--- src/rtl/craps_controller.sv ---
`default_nettype none
// ============================================================================
//  Module      : craps_controller
//  Description : Game-sequencing FSM downstream of the craps datapath.
//                Synchronises the roll button, drives the datapath roll
//                enable and set-point strobe, reports win/lose and keeps
//                saturating win/loss tallies.
//  Revision    : 1.0  initial release
// ============================================================================
module craps_controller #(
    parameter int PIPE_DEPTH = 4,
    parameter int CNT_W      = 8
) (
    input  logic             clock,
    input  logic             reset,
    input  logic             roll_btn,
    input  logic             natural,
    input  logic             craps,
    input  logic             seven_out,
    input  logic             eq,
    output logic             roll,
    output logic             sp,
    output logic             point_phase,
    output logic             win,
    output logic             lose,
    output logic [3:0]       state_dbg,
    output logic [CNT_W-1:0] wins,
    output logic [CNT_W-1:0] losses
);

    // Flush counter must hold PIPE_DEPTH-1; keep at least one bit.
    localparam int FC_W = (PIPE_DEPTH > 1) ? $clog2(PIPE_DEPTH) : 1;
    localparam logic [FC_W-1:0] FLUSH_LOAD = FC_W'(PIPE_DEPTH - 1);
    localparam logic [CNT_W-1:0] CNT_MAX   = {CNT_W{1'b1}};

    localparam logic [3:0] ST_IDLE   = 4'd0;
    localparam logic [3:0] ST_ROLL1  = 4'd1;
    localparam logic [3:0] ST_FLUSH1 = 4'd2;
    localparam logic [3:0] ST_EVAL1  = 4'd3;
    localparam logic [3:0] ST_POINT  = 4'd4;
    localparam logic [3:0] ST_ROLLN  = 4'd5;
    localparam logic [3:0] ST_FLUSHN = 4'd6;
    localparam logic [3:0] ST_EVALN  = 4'd7;
    localparam logic [3:0] ST_WIN    = 4'd8;
    localparam logic [3:0] ST_LOSE   = 4'd9;

    logic [3:0]      state;
    logic [3:0]      next_state;
    logic [FC_W-1:0] flush_cnt;
    logic            sync_ff;
    logic            btn_s;
    logic            btn_d;
    logic            press;
    logic            win_evt;
    logic            lose_evt;

    // Two-flop synchroniser plus one delay stage for rising-edge detection.
    always_ff @(posedge clock or negedge reset) begin
        if (!reset) begin
            sync_ff <= 1'b0;
            btn_s   <= 1'b0;
            btn_d   <= 1'b0;
        end else begin
            sync_ff <= roll_btn;
            btn_s   <= sync_ff;
            btn_d   <= btn_s;
        end
    end

    // A press is a fresh 0->1 of the synchronised button; a held button never re-triggers.
    assign press = btn_s & ~btn_d;

    // State register.
    always_ff @(posedge clock or negedge reset) begin
        if (!reset) begin
            state <= ST_IDLE;
        end else begin
            state <= next_state;
        end
    end

    // Flush counter: preloaded while rolling, counts down while flushing the datapath.
    always_ff @(posedge clock or negedge reset) begin
        if (!reset) begin
            flush_cnt <= '0;
        end else if (state == ST_ROLL1 || state == ST_ROLLN) begin
            flush_cnt <= FLUSH_LOAD;
        end else if ((state == ST_FLUSH1 || state == ST_FLUSHN) && flush_cnt != '0) begin
            flush_cnt <= flush_cnt - FC_W'(1);
        end
    end

    // Next-state logic.
    always_comb begin
        next_state = state;
        case (state)
            ST_IDLE:   if (press) next_state = ST_ROLL1;
            ST_ROLL1:  if (!btn_s) next_state = ST_FLUSH1;
            ST_FLUSH1: if (flush_cnt == '0) next_state = ST_EVAL1;
            ST_EVAL1: begin
                // natural outranks craps when the datapath reports both
                if (natural)    next_state = ST_WIN;
                else if (craps) next_state = ST_LOSE;
                else            next_state = ST_POINT;
            end
            ST_POINT:  if (press) next_state = ST_ROLLN;
            ST_ROLLN:  if (!btn_s) next_state = ST_FLUSHN;
            ST_FLUSHN: if (flush_cnt == '0) next_state = ST_EVALN;
            ST_EVALN: begin
                // making the point outranks a seven
                if (eq)             next_state = ST_WIN;
                else if (seven_out) next_state = ST_LOSE;
                else                next_state = ST_POINT;
            end
            ST_WIN:    if (press) next_state = ST_ROLL1;
            ST_LOSE:   if (press) next_state = ST_ROLL1;
            default:   next_state = ST_IDLE;
        endcase
    end

    // Moore output decode; sp qualifies EVAL1 with the flags that select the point path.
    always_comb begin
        roll        = 1'b0;
        sp          = 1'b0;
        point_phase = 1'b0;
        win         = 1'b0;
        lose        = 1'b0;
        case (state)
            ST_ROLL1, ST_FLUSH1: roll = 1'b1;
            ST_EVAL1:            sp   = ~natural & ~craps;
            ST_POINT, ST_EVALN:  point_phase = 1'b1;
            ST_ROLLN, ST_FLUSHN: begin
                roll        = 1'b1;
                point_phase = 1'b1;
            end
            ST_WIN:              win  = 1'b1;
            ST_LOSE:             lose = 1'b1;
            default:             roll = 1'b0;
        endcase
    end

    assign state_dbg = state;
    assign win_evt   = (next_state == ST_WIN)  && (state == ST_EVAL1 || state == ST_EVALN);
    assign lose_evt  = (next_state == ST_LOSE) && (state == ST_EVAL1 || state == ST_EVALN);

    // Saturating tallies, bumped on the transition into WIN/LOSE.
    always_ff @(posedge clock or negedge reset) begin
        if (!reset) begin
            wins   <= '0;
            losses <= '0;
        end else begin
            if (win_evt && wins != CNT_MAX) begin
                wins <= wins + CNT_W'(1);
            end
            if (lose_evt && losses != CNT_MAX) begin
                losses <= losses + CNT_W'(1);
            end
        end
    end

endmodule
`default_nettype wire

--- config.mk ---
export PLATFORM = sky130hd
export DESIGN_NAME = craps_controller
export DESIGN_NICKNAME = d
export VERILOG_FILES = /design/src/rtl/craps_controller.sv
export SDC_FILE = /design/constraint.sdc
export NUM_CORES = 1
export LEC_CHECK = 0
export ABC_AREA = 1
export CAP_MARGIN = 20
export CORE_MARGIN = 1
export CORE_UTILIZATION = 49
export DETAILED_ROUTE_END_ITERATION = 10
export PLACE_DENSITY_LB_ADDON = 0.05
export SLEW_MARGIN = 5
export SYNTH_ARGS = -nofsm -noshare
export SYNTH_HDL_FRONTEND = slang
export SYNTH_SLANG_ARGS = --single-unit
--- constraint.sdc ---
create_clock -name clock -period 4.4 [get_ports clock]
set_input_delay 0.88 -clock clock [delete_from_list [all_inputs] [get_ports clock]]
set_output_delay 0.88 -clock clock [all_outputs]
set_load 0.005 [all_outputs]
==> summary.md <==
| Metric | Value |
|---|---|
| Share of final-layout standard cells stronger than drive strength 1 | `7.73%` |
| Worst EP arrival | `2.29 ns` |
| Quantity of I/O buffers inserted on ports | `31` |
| Via count | `1212` |
| Relative slew slack | `64.1%` |
| GP Congestion | `0.735` |
| Post-Place Worst Slack | `1.22 ns` |
| Total negative slack | `0 ns` |
| Clock transition time at the flip-flop clock pins of the worst setup and hold paths | `0.13 ns` |
| Reported leakage power | `0.892 nW` |
| Count of cell types in the netlist | `22` |
| Site Rows | `18` |
| Most instantiated library cell after synthesis | `sky130_fd_sc_hd__nand2_1` |
| Timing-limited maximum frequency | `315 MHz` |
| Final worst slack | `1.23 ns` |
| Final hold violation count | `0` |
| Worst Setup Path Type | `primary input to output port` |
| Number of CTS-inserted buffers | `3` |
| DRC viols | `0` |
| Cell depth of the worst flop-to-flop path | `9` |
| Post-layout minimum cycle time | `3.17 ns` |
| Transition time at the pin with the least slew margin | `0.537 ns` |
| Number of gates given a new drive strength after cts | `0` |
| Wire length per cell | `11.4 microns` |
| Clock root buffer | `sky130_fd_sc_hd__clkbuf_4` |
| Endpoint of the worst hold-timing path | `btn_s$_DFF_PN0_` |
| Hpwl dp | `2.05 mm` |
| Final setup violation count | `0` |
| Post-route design area | `0.00174 sq mm` |
| Part of the cycle the worst path needs | `72.1%` |
| Power density over the cells | `465 mW/mm^2` |
| Area growth from synthesis to layout | `28.8%` |
| Number of placed instances with taps included | `232` |
| I/O pins | `32` |
| Avg Inst Size Synth | `7.92 sq um` |
| Effective utilization at floorplan | `53.2%` |
| Die Wd | `54.6 microns` |
| Via count of the first global-routing pass | `1036` |
| Grt ovf | `0` |
| Final Slew Violations | `0` |
| Critical path origin | `craps` |
| Total Routing Usage GR | `20.2%` |
| Total wirelength of the detailed-routed design | `2.70 mm` |
| Largest area contributor in the synthesized netlist | `sky130_fd_sc_hd__dfrtp_1` |
| Vias per std cell | `5.11` |
| Worst hold stages | `0` |
| Number of buffers inserted to repair setup after CTS | `0` |
| Cell Area, Synth | `0.00135 sq mm` |
| Die area | `0.00298 sq mm` |
| Buffers from clock root to sink, at most | `2` |
| Worst hold slack | `0.370 ns` |
| Top cells by instance count after synthesis | `sky130_fd_sc_hd__nand2_1 (47), sky130_fd_sc_hd__dfrtp_1 (25), sky130_fd_sc_hd__nand3_1 (19), sky130_fd_sc_hd__inv_1 (18), sky130_fd_sc_hd__nor2_1 (17)` |
| Count of hold buffers inserted by post-cts repair | `0` |
| Worst clock skew | `0.00174 ns` |
| Clk_lat worst skew | `0.31 ns` |
| Area fraction of the dominant cell type after synthesis | `46.2%` |
| Unrepaired setup endpoints after global routing | `no` |
| Logic gate share of total power | `44.7%` |
| Internal power | `499 uW` |
| Hold path start | `sync_ff$_DFF_PN0_` |
| Min-delay worst type | `flop to flop` |
| Proportion of power drawn by flip-flops and latches | `43.0%` |
| Wire length of the first global-routing pass | `4.30 mm` |
| Clock tree from TritonCTS | `done` |
| Net switching power of the design | `313 uW` |
| Setup slack of the most critical reg-to-reg path | `2.68 ns` |
| Synth async-reset ratio | `100%` |
| R2r endpoint | `wins[0]$_DFFE_PN0P_` |
| H-tree depth reported by CTS | `1` |
| Launch instance of the worst register-to-register path | `wins[0]$_DFFE_PN0P_` |
| Clock group share of total power | `12.3%` |
| Status | `completed` |
| Synthesized netlist cell count | `171` |
| Post-route antenna net violation count | `0` |
| Crit path required time | `3.52 ns` |
| Fill cell instance count of the final layout | `230` |
| Total placed instance area | `0.00170 sq mm` |
| Main flop type after synthesis | `sky130_fd_sc_hd__dfrtp_1` |
| Count of placed standard cells in the final layout, fillers left out | `237` |
| DRC violation total after the first TritonRoute iteration | `28` |
| Number of detailed-routing iterations run before antenna repair | `5` |
| Largest net degree at the start of global routing | `26` |
| Syn nets | `181` |
| Sequential-to-total area share from yosys stat | `46.2%` |
| Total of max-cap violations | `0` |
| EDFF count, synth | `0` |
| Flop and latch count out of synthesis | `25` |
| Sw frac | `38.5%` |
| Antenna diode instance count | `0` |
| Area contributors post-synth | `sky130_fd_sc_hd__dfrtp_1 (46%), sky130_fd_sc_hd__nand2_1 (13%), sky130_fd_sc_hd__nand3_1 (7.0%), sky130_fd_sc_hd__inv_1 (5.0%), sky130_fd_sc_hd__nor2_1 (4.7%)` |
| Peak supply drop | `0.325 mV` |
| Fraction of the core area covered by cells at the end of the flow | `68.5%` |
| Total chip power | `812 uW` |
| Net total in the final layout | `218` |
| Biggest fanout along the worst timing path | `3` |
| Number of clock sinks | `25` |
| Worst Setup End Kind | `output port` |
| Height of the die | `54.6 microns` |
| Core region area | `0.00254 sq mm` |
| Number of antenna violations at the first check in global routing | `0` |
| Yosys synthesis warning count | `0` |
| Launching element type of the critical path | `primary input` |
==> sequential cells by signal, summed over array words and instances, names as in the netlist <==
| register | cells |
|---|---|
| losses | 8 |
| wins | 8 |
| state_dbg | 4 |
| flush_cnt | 2 |
| btn_d | 1 |
| btn_s | 1 |
| sync_ff | 1 |
==> cells by family after synthesis <==
logic type	Yosys count	share of synthesized area (%)
xor gates and xnor gates	10	6.47
and+or+nand+nor	97	32.7
DFF	25	46.2
buffers and inverters	22	6.10
AOI/OAI and AO/OA	14	5.73
adders and majority gates	3	2.77
==> how the worst max path moves through the flow <==
stage / end / slack, ns
floorplan: sp / 2.26
global placement: sp / 1.29
detailed placement: sp / 1.22
CTS: sp / 1.22
global route: sp / 1.07
finish: sp / 1.23
==> power by group through the flow <==
stage	Combinational, mW	Clock (mW)	Sequential, mW
2_1_floorplan	0.195	0	0.345
3_3_place_gp	0.350	0	0.348
3_5_place_dp	0.360	0	0.352
4_1_cts	0.363	0.105	0.349
5_1_grt	0.406	0.113	0.359
6_report	0.363	0.0998	0.349
==> placed cells by master (no fill, tap or decap), drive strengths merged <==
cell type / instances
a21o: 1
clkinv: 1
clkbuf: 3
nand2: 49
inv: 22
nor3: 5
clkdlybuf4s50: 31
ha: 3
nor2: 20
a21oi: 1
nand3: 21
nand4: 1
buf: 1
nor4: 1
o211ai: 2
xor2: 6
xnor2: 4
o21ai: 10
dfrtp: 25
==> critical path, cell delays in order <==
cell                              delay, ns
sky130_fd_sc_hd__clkdlybuf4s50_1       0.44
sky130_fd_sc_hd__nor4_1                0.40
sky130_fd_sc_hd__clkdlybuf4s50_1       0.57
==> layout make-up <==
cell class / count / area [sq um] / area share, %
clock buffer: 3 / 22.5 / 1.29
clock inverter: 1 / 5.00 / 0.287
inverter: 22 / 82.6 / 4.73
multi-input combinational: 124 / 646 / 37.0
sequential: 25 / 626 / 35.9
tap: 30 / 37.5 / 2.15
timing repair buffer: 32 / 325 / 18.7
==> per-layer routing <==
metal	vias up	wire length, microns	GRT usage, %
met5	-	0	0
met2	31	1300	35.0
li1	618	-	-
met1	561	1270	25.9
met4	0	17	6.41
met3	2	109	2.78
Power figures use the tool's default switching activity.
